==> src/rtl/elevator_pkg.sv <==
// Shared encodings for the SCAN elevator controller: FSM states, engine codes, travel direction.
package elevator_pkg;
  typedef enum logic [1:0] {ST_IDLE, ST_MOVE, ST_DOOR_OPEN, ST_LOCKED} state_t;

  localparam logic [1:0] ENG_STOP = 2'b00;
  localparam logic [1:0] ENG_UP   = 2'b01;
  localparam logic [1:0] ENG_DOWN = 2'b10;

  localparam logic DIR_UP = 1'b0;
  localparam logic DIR_DN = 1'b1;
endpackage

==> src/rtl/elevator_call_scanner.sv <==
// Combinational call scan: are there calls above/below the evaluated floor, and should the car stop there.
module elevator_call_scanner
  import elevator_pkg::*;
#(
  parameter int NUM_FLOORS = 8,
  parameter int FLOOR_W    = 3
) (
  input  logic [NUM_FLOORS-1:0] cab_i,
  input  logic [NUM_FLOORS-1:0] up_i,
  input  logic [NUM_FLOORS-1:0] dn_i,
  input  logic [FLOOR_W-1:0]    floor_i,
  input  logic                  dir_i,
  output logic                  calls_above_o,
  output logic                  calls_below_o,
  output logic                  stop_here_o
);
  logic [NUM_FLOORS-1:0] calls;
  logic                  ahead;

  always_comb begin
    calls         = cab_i | up_i | dn_i;
    calls_above_o = 1'b0;
    calls_below_o = 1'b0;
    for (int i = 0; i < NUM_FLOORS; i++) begin
      if (i > int'(floor_i)) calls_above_o = calls_above_o | calls[i];
      if (i < int'(floor_i)) calls_below_o = calls_below_o | calls[i];
    end
    ahead = (dir_i == DIR_UP) ? calls_above_o : calls_below_o;
    // An opposite-direction hall call is only taken when nothing lies further ahead.
    stop_here_o = cab_i[floor_i]
                | ((dir_i == DIR_UP) ? up_i[floor_i] : dn_i[floor_i])
                | ((up_i[floor_i] | dn_i[floor_i]) & ~ahead);
  end
endmodule

==> src/rtl/elevator_scan_controller.sv <==
// N-floor elevator car controller: call latching, SCAN scheduling, travel/door timing, service lock.
module elevator_scan_controller
  import elevator_pkg::*;
#(
  parameter int NUM_FLOORS    = 8,
  parameter int FLOOR_W       = 3,
  parameter int TRAVEL_CYCLES = 4,
  parameter int DOOR_CYCLES   = 3,
  parameter int CNT_W         = 8
) (
  input  logic                  clk_i,
  input  logic                  rst_i,
  input  logic [NUM_FLOORS-1:0] interior_req_i,
  input  logic [NUM_FLOORS-1:0] ext_up_req_i,
  input  logic [NUM_FLOORS-1:0] ext_dn_req_i,
  input  logic                  service_lock_i,
  output logic [1:0]            engine_o,
  output logic [NUM_FLOORS-1:0] doors_o,
  output logic [FLOOR_W-1:0]    current_floor_o,
  output logic [NUM_FLOORS-1:0] pending_o
);
  localparam logic [NUM_FLOORS-1:0] ONE     = NUM_FLOORS'(1);
  localparam logic [NUM_FLOORS-1:0] UP_MASK = ~(ONE << (NUM_FLOORS - 1));
  localparam logic [NUM_FLOORS-1:0] DN_MASK = ~ONE;
  localparam logic [FLOOR_W-1:0]    TOP     = FLOOR_W'(NUM_FLOORS - 1);

  state_t                state_q;
  logic [FLOOR_W-1:0]    floor_q;
  logic                  dir_q;
  logic [CNT_W-1:0]      timer_q;
  logic [1:0]            engine_q;
  logic [NUM_FLOORS-1:0] doors_q, cab_q, up_q, dn_q;
  logic [NUM_FLOORS-1:0] cab_d, up_d, dn_d;

  logic                  arrive, at_end, ahead, enter_door, hold, dir_nx;
  logic                  above, below, stop_here;
  logic [FLOOR_W-1:0]    next_floor, eval_floor;
  logic [NUM_FLOORS-1:0] pend, here, keep, clr_cab, clr_up, clr_dn, req_up, req_dn;

  // On the arrival edge the scan looks at the floor being reached, not the one being left.
  always_comb begin
    arrive     = (state_q == ST_MOVE) && (timer_q == CNT_W'(1));
    next_floor = (dir_q == DIR_UP) ? floor_q + FLOOR_W'(1) : floor_q - FLOOR_W'(1);
    eval_floor = arrive ? next_floor : floor_q;
  end

  elevator_call_scanner #(.NUM_FLOORS(NUM_FLOORS), .FLOOR_W(FLOOR_W)) u_scan (
    .cab_i(cab_q), .up_i(up_q), .dn_i(dn_q), .floor_i(eval_floor), .dir_i(dir_q),
    .calls_above_o(above), .calls_below_o(below), .stop_here_o(stop_here)
  );

  always_comb begin
    pend   = cab_q | up_q | dn_q;
    here   = ONE << eval_floor;
    req_up = ext_up_req_i & UP_MASK;
    req_dn = ext_dn_req_i & DN_MASK;
    at_end = (dir_q == DIR_UP) ? (eval_floor == TOP) : (eval_floor == '0);
    ahead  = (dir_q == DIR_UP) ? above : below;
    dir_nx = ahead ? dir_q : ~dir_q;
    hold   = (state_q == ST_DOOR_OPEN) && |((interior_req_i | req_up | req_dn) & here);
    enter_door = !service_lock_i &&
                 (((state_q == ST_IDLE) && pend[floor_q]) ||
                  (arrive && (stop_here || at_end)) ||
                  (state_q == ST_LOCKED));
    // Calls at the open door's floor refresh the dwell instead of being latched.
    keep    = (state_q == ST_DOOR_OPEN) ? ~here : '1;
    clr_cab = enter_door ? here : '0;
    clr_up  = (enter_door && (!ahead || dir_q == DIR_UP)) ? here : '0;
    clr_dn  = (enter_door && (!ahead || dir_q == DIR_DN)) ? here : '0;
    cab_d   = (cab_q | (interior_req_i & keep)) & ~clr_cab;
    up_d    = (up_q  | (req_up & keep)) & ~clr_up;
    dn_d    = (dn_q  | (req_dn & keep)) & ~clr_dn;
  end

  always_ff @(posedge clk_i or posedge rst_i) begin
    if (rst_i) begin
      state_q  <= ST_IDLE;
      floor_q  <= '0;
      dir_q    <= DIR_UP;
      timer_q  <= '0;
      engine_q <= ENG_STOP;
      doors_q  <= '0;
      cab_q    <= '0;
      up_q     <= '0;
      dn_q     <= '0;
    end else begin
      cab_q <= cab_d;
      up_q  <= up_d;
      dn_q  <= dn_d;
      if (timer_q != '0) timer_q <= timer_q - CNT_W'(1);
      case (state_q)
        ST_IDLE: begin
          if (service_lock_i) begin
            state_q <= ST_LOCKED;
            doors_q <= here;
          end else if (enter_door) begin
            state_q <= ST_DOOR_OPEN;
            doors_q <= here;
            timer_q <= CNT_W'(DOOR_CYCLES);
            dir_q   <= dir_nx;
          end else if (above || below) begin
            state_q  <= ST_MOVE;
            timer_q  <= CNT_W'(TRAVEL_CYCLES);
            if (above && (dir_q == DIR_UP || !below)) begin
              dir_q    <= DIR_UP;
              engine_q <= ENG_UP;
            end else begin
              dir_q    <= DIR_DN;
              engine_q <= ENG_DOWN;
            end
          end
        end
        ST_MOVE: begin
          if (arrive) begin
            floor_q <= next_floor;
            if (service_lock_i) begin
              state_q  <= ST_LOCKED;
              engine_q <= ENG_STOP;
              doors_q  <= here;
            end else if (enter_door) begin
              state_q  <= ST_DOOR_OPEN;
              engine_q <= ENG_STOP;
              doors_q  <= here;
              timer_q  <= CNT_W'(DOOR_CYCLES);
              dir_q    <= dir_nx;
            end else begin
              timer_q <= CNT_W'(TRAVEL_CYCLES);
            end
          end
        end
        ST_DOOR_OPEN: begin
          if (service_lock_i) begin
            state_q <= ST_LOCKED;
          end else if (hold) begin
            timer_q <= CNT_W'(DOOR_CYCLES);
          end else if (timer_q <= CNT_W'(1)) begin
            state_q <= ST_IDLE;
            doors_q <= '0;
          end
        end
        default: begin
          if (enter_door) begin
            state_q <= ST_DOOR_OPEN;
            timer_q <= CNT_W'(DOOR_CYCLES);
            dir_q   <= dir_nx;
          end
        end
      endcase
    end
  end

  assign engine_o        = engine_q;
  assign doors_o         = doors_q;
  assign current_floor_o = floor_q;
  assign pending_o       = pend;
endmodule

==> config.mk <==
export PLATFORM = sky130hd
export DESIGN_NAME = elevator_scan_controller
export DESIGN_NICKNAME = d
export VERILOG_FILES = /design/src/rtl/elevator_pkg.sv /design/src/rtl/elevator_call_scanner.sv /design/src/rtl/elevator_scan_controller.sv
export SDC_FILE = /design/constraint.sdc
export NUM_CORES = 1
export LEC_CHECK = 0
export ABC_CLOCK_PERIOD_IN_PS = 5100
export CAP_MARGIN = 20
export CORE_AREA = 2 2 83 85
export CTS_CLUSTER_SIZE = 24
export DETAILED_ROUTE_END_ITERATION = 12
export DIE_AREA = 0 0 85 87
export PLACE_DENSITY_LB_ADDON = 0.12
export SYNTH_ARGS = -nofsm -noshare
export SYNTH_HDL_FRONTEND = slang
export SYNTH_SLANG_ARGS = --single-unit
==> constraint.sdc <==
create_clock -name clk_i -period 5.1 [get_ports clk_i]
set_clock_uncertainty 0.2 [all_clocks]
set_input_delay 1.02 -clock clk_i [delete_from_list [all_inputs] [get_ports clk_i]]
set_output_delay 1.02 -clock clk_i [all_outputs]
set_load 0.005 [all_outputs]
==> reports/results.txt <==
CTS Hold Bufs - 0
Final period util - 86.9%
CP Launch Type - register
placed wire-length estimate - 7710 microns
placer congestion estimate - 1.02
synth top area cells - dfrtp_1, a21oi_1, nand2_1
Core Box Area - 6570 sq um
critical path, cell by cell - fa_1 > nand4b_1 > or3_1 > o22ai_2 > o21ai_1 > o211ai_2 > a21oi_1 > or3b_1 > o21ai_2 > mux2i_1
Post-CTS Setup Inserts - 0
synthesis-to-finish area growth - 17.8%
Synth Net Count - 441
Ant. Diodes - 0
met3 WL - 823 microns
Post-synth EDFFs - 0
most common cell in the netlist - a21oi_1
fill cell count - 608
site row count - 30
pin count of the biggest net entering global routing - 49
post_cts resized - 0
Final Critical Period - 4.43 ns
P_leak - 1.55 nW
clk slew on worst S/H paths - 0.09 ns
cell taking the most area after synthesis - dfrtp_1
Post-Syn Area - 3540 sq um
Unique masters post-synth - 76
Max transition margin - 40.5%
CTS H-tree depth - 2
Hold Vio Cnt, Final - 0
initial antenna violation count - 0
leading post-synthesis cells by instance count - a21oi_1, dfrtp_1, nand2_1, nor2_1, inv_1
layout cell share with drive strength beyond 1 - 9.11%
via count - 3439
Port Buffers - 45
WL per Instance - 19.7 microns
WL final - 10400 microns
Syn. warnings - 0
routed length on met1 - 4670 microns
CP required - 5.14 ns
drt pass-1 iters - 5
clock sink count - 48
Slowest Stage Delay on Critical Path - 0.91 ns
Crit. End Element - register
final setup TNS - 0 ns
wire length on met2 - 4680 microns
Cell Pwr Density - 295 nW/um^2
die area - 7400 sq um
Main synth FF type - dfrtp_1
f_max - 0.226 GHz
Pwr Total - 1.23 mW
Iteration-0 DRC Markers - 439
critical path type - reg -> reg
Slew Limit Fails - 0
setup violators final - 0
global route overflow - 0
Cells after Synth - 410
post-route ant nets - 0
initial core utilization - 53.9%
area share of the largest cell type after synthesis - 33.9%
Final nets - 480
post-DR vias/cell - 6.49
worst-path maximum fanout - 16
Syn Area/Cell - 8.63 sq um
first-pass GRT wire length - 17000 microns
max cap viols - 0
clock latency on the worst-skew pair - 0.31 ns
pre-CTS setup slack - 0.758 ns
Clock Path Buffers - 2
FF+latch count, synth - 48
vias in the first global route - 3275
FFs w/ async S/R, synth - 100%
CTS tree - yes
I/O pin total - 48
Highest Signal Layer - met4
RSZ-0062 raised after global routing - no
GRT Total Usage - 29.2%
Min-Delay Path Class - reg -> reg
die width - 85 microns
VDD IR max - 0.240 mV
Seq/Total Area, Yosys - 33.9%
worst slew pin tran - 0.890 ns
outcome - finished, final reports clean
TritonCTS buffer count - 5
Residual DRC - 0
slowest CP cell - fa_1
worst path arrival time - 4.47 ns
post-route worst setup slack - 0.669 ns
chip height - 87 microns
CTS Root Cell - clkbuf_8
WP buf/inv - 0
Crit path max-delay family - simple AND/OR/NAND/NOR gates
placed cells by master, fill, tap and decap left out, types with 4 or more instances in the layout:
master	instances
a31oi_1	14
a21oi_1	51
and2_1	8
buf_4	11
mux2i_1	15
nand2_1	45
nor2_1	24
mux4_2	4
o22ai_1	4
o21ai_0	11
nor2b_1	4
inv_1	19
o211ai_1	5
clkdlybuf4s50_1	45
nor3_1	19
nand3_1	9
or3_1	4
xor2_1	4
xnor2_1	7
a32oi_1	4
o31ai_1	4
dfrtp_1	48
clkbuf_8	5
nand4_1	6
tightest hold or removal path: stages (launching register included):
cell	delay, ns
dfrtp_1	0.41
inv_1	0.06
a31oi_1	0.04
cell type report:
| class | count | area [sq um] | area share, % |
|---|---|---|---|
| Clock buffer | 6 | 72.6 | 1.74 |
| Sequential cell | 48 | 1200 | 28.8 |
| Timing Repair Buffer | 57 | 553 | 13.3 |
| Multi-Input combinational cell | 317 | 2130 | 51.1 |
| Inverter | 20 | 75.1 | 1.80 |
| Tap cell | 80 | 100 | 2.40 |
| Clock inverter | 2 | 35.0 | 0.841 |
state kept, by name, indices dropped and copies added, names as in the netlist:
register	flops
cab_q	8
current_floor_o	3
dir_q	1
dn_q	8
doors_o	8
engine_o	2
state_q	2
timer_q	8
up_q	8
per-layer routing:
layer  global-route usage (%)  vias up
li1                         -     1610
met1                     42.0     1648
met2                     45.7      153
met3                     4.55       28
met4                     8.66        0
met5                        0        -
stage by stage:
step / util (%) / hold WS [ns] / instance area (sq um) / cells
global route: 63.4 / 0.341 / 4170 / 530
detailed placement: 61.5 / 0.313 / 4040 / 521
CTS: 63.1 / 0.326 / 4150 / 529
finish: 63.4 / 0.332 / 4170 / 530
floorplan: - / 0.286 / 3540 / 410
global placement: 61.5 / 0.308 / 4040 / 521
power breakdown:
part | total, mW | switching (mW) | internal, mW
combinational | 0.453 | 0.265 | 0.188
clock | 0.280 | 0.134 | 0.146
sequential | 0.495 | 0.0628 | 0.433
total | 1.23 | 0.462 | 0.766
logic make-up (layout without fill, tap and decap cells):
logic type | count (synthesis) | in the layout | share of synthesized area, %
AO/OA/AOI/OAI | 137 | 137 | 27.1
AND/OR/NAND/NOR | 142 | 142 | 20.4
flip-flops | 48 | 48 | 33.9
multiplexers | 22 | 22 | 7.74
adder cells (fa/ha/maj) | 4 | 4 | 1.63
XOR/XNOR | 12 | 12 | 3.39
buffers and inverters | 45 | 85 | 5.83
worst paths after layout:
check                                   to  slack, ns  cells past startpoint                from
min in group asynchronous       doors_o[5]       0.85                      2               rst_i
worst min register to register     dn_q[0]       0.33                      2             dn_q[0]
max in group asynchronous         cab_q[0]       3.33                      3               rst_i
worst min-delay path               dn_q[0]       0.33                      2             dn_q[0]
worst max register to register  doors_o[3]       0.67                     10  current_floor_o[0]
worst max-delay path            doors_o[3]       0.67                     10  current_floor_o[0]
(Power assumes the default switching activity.)
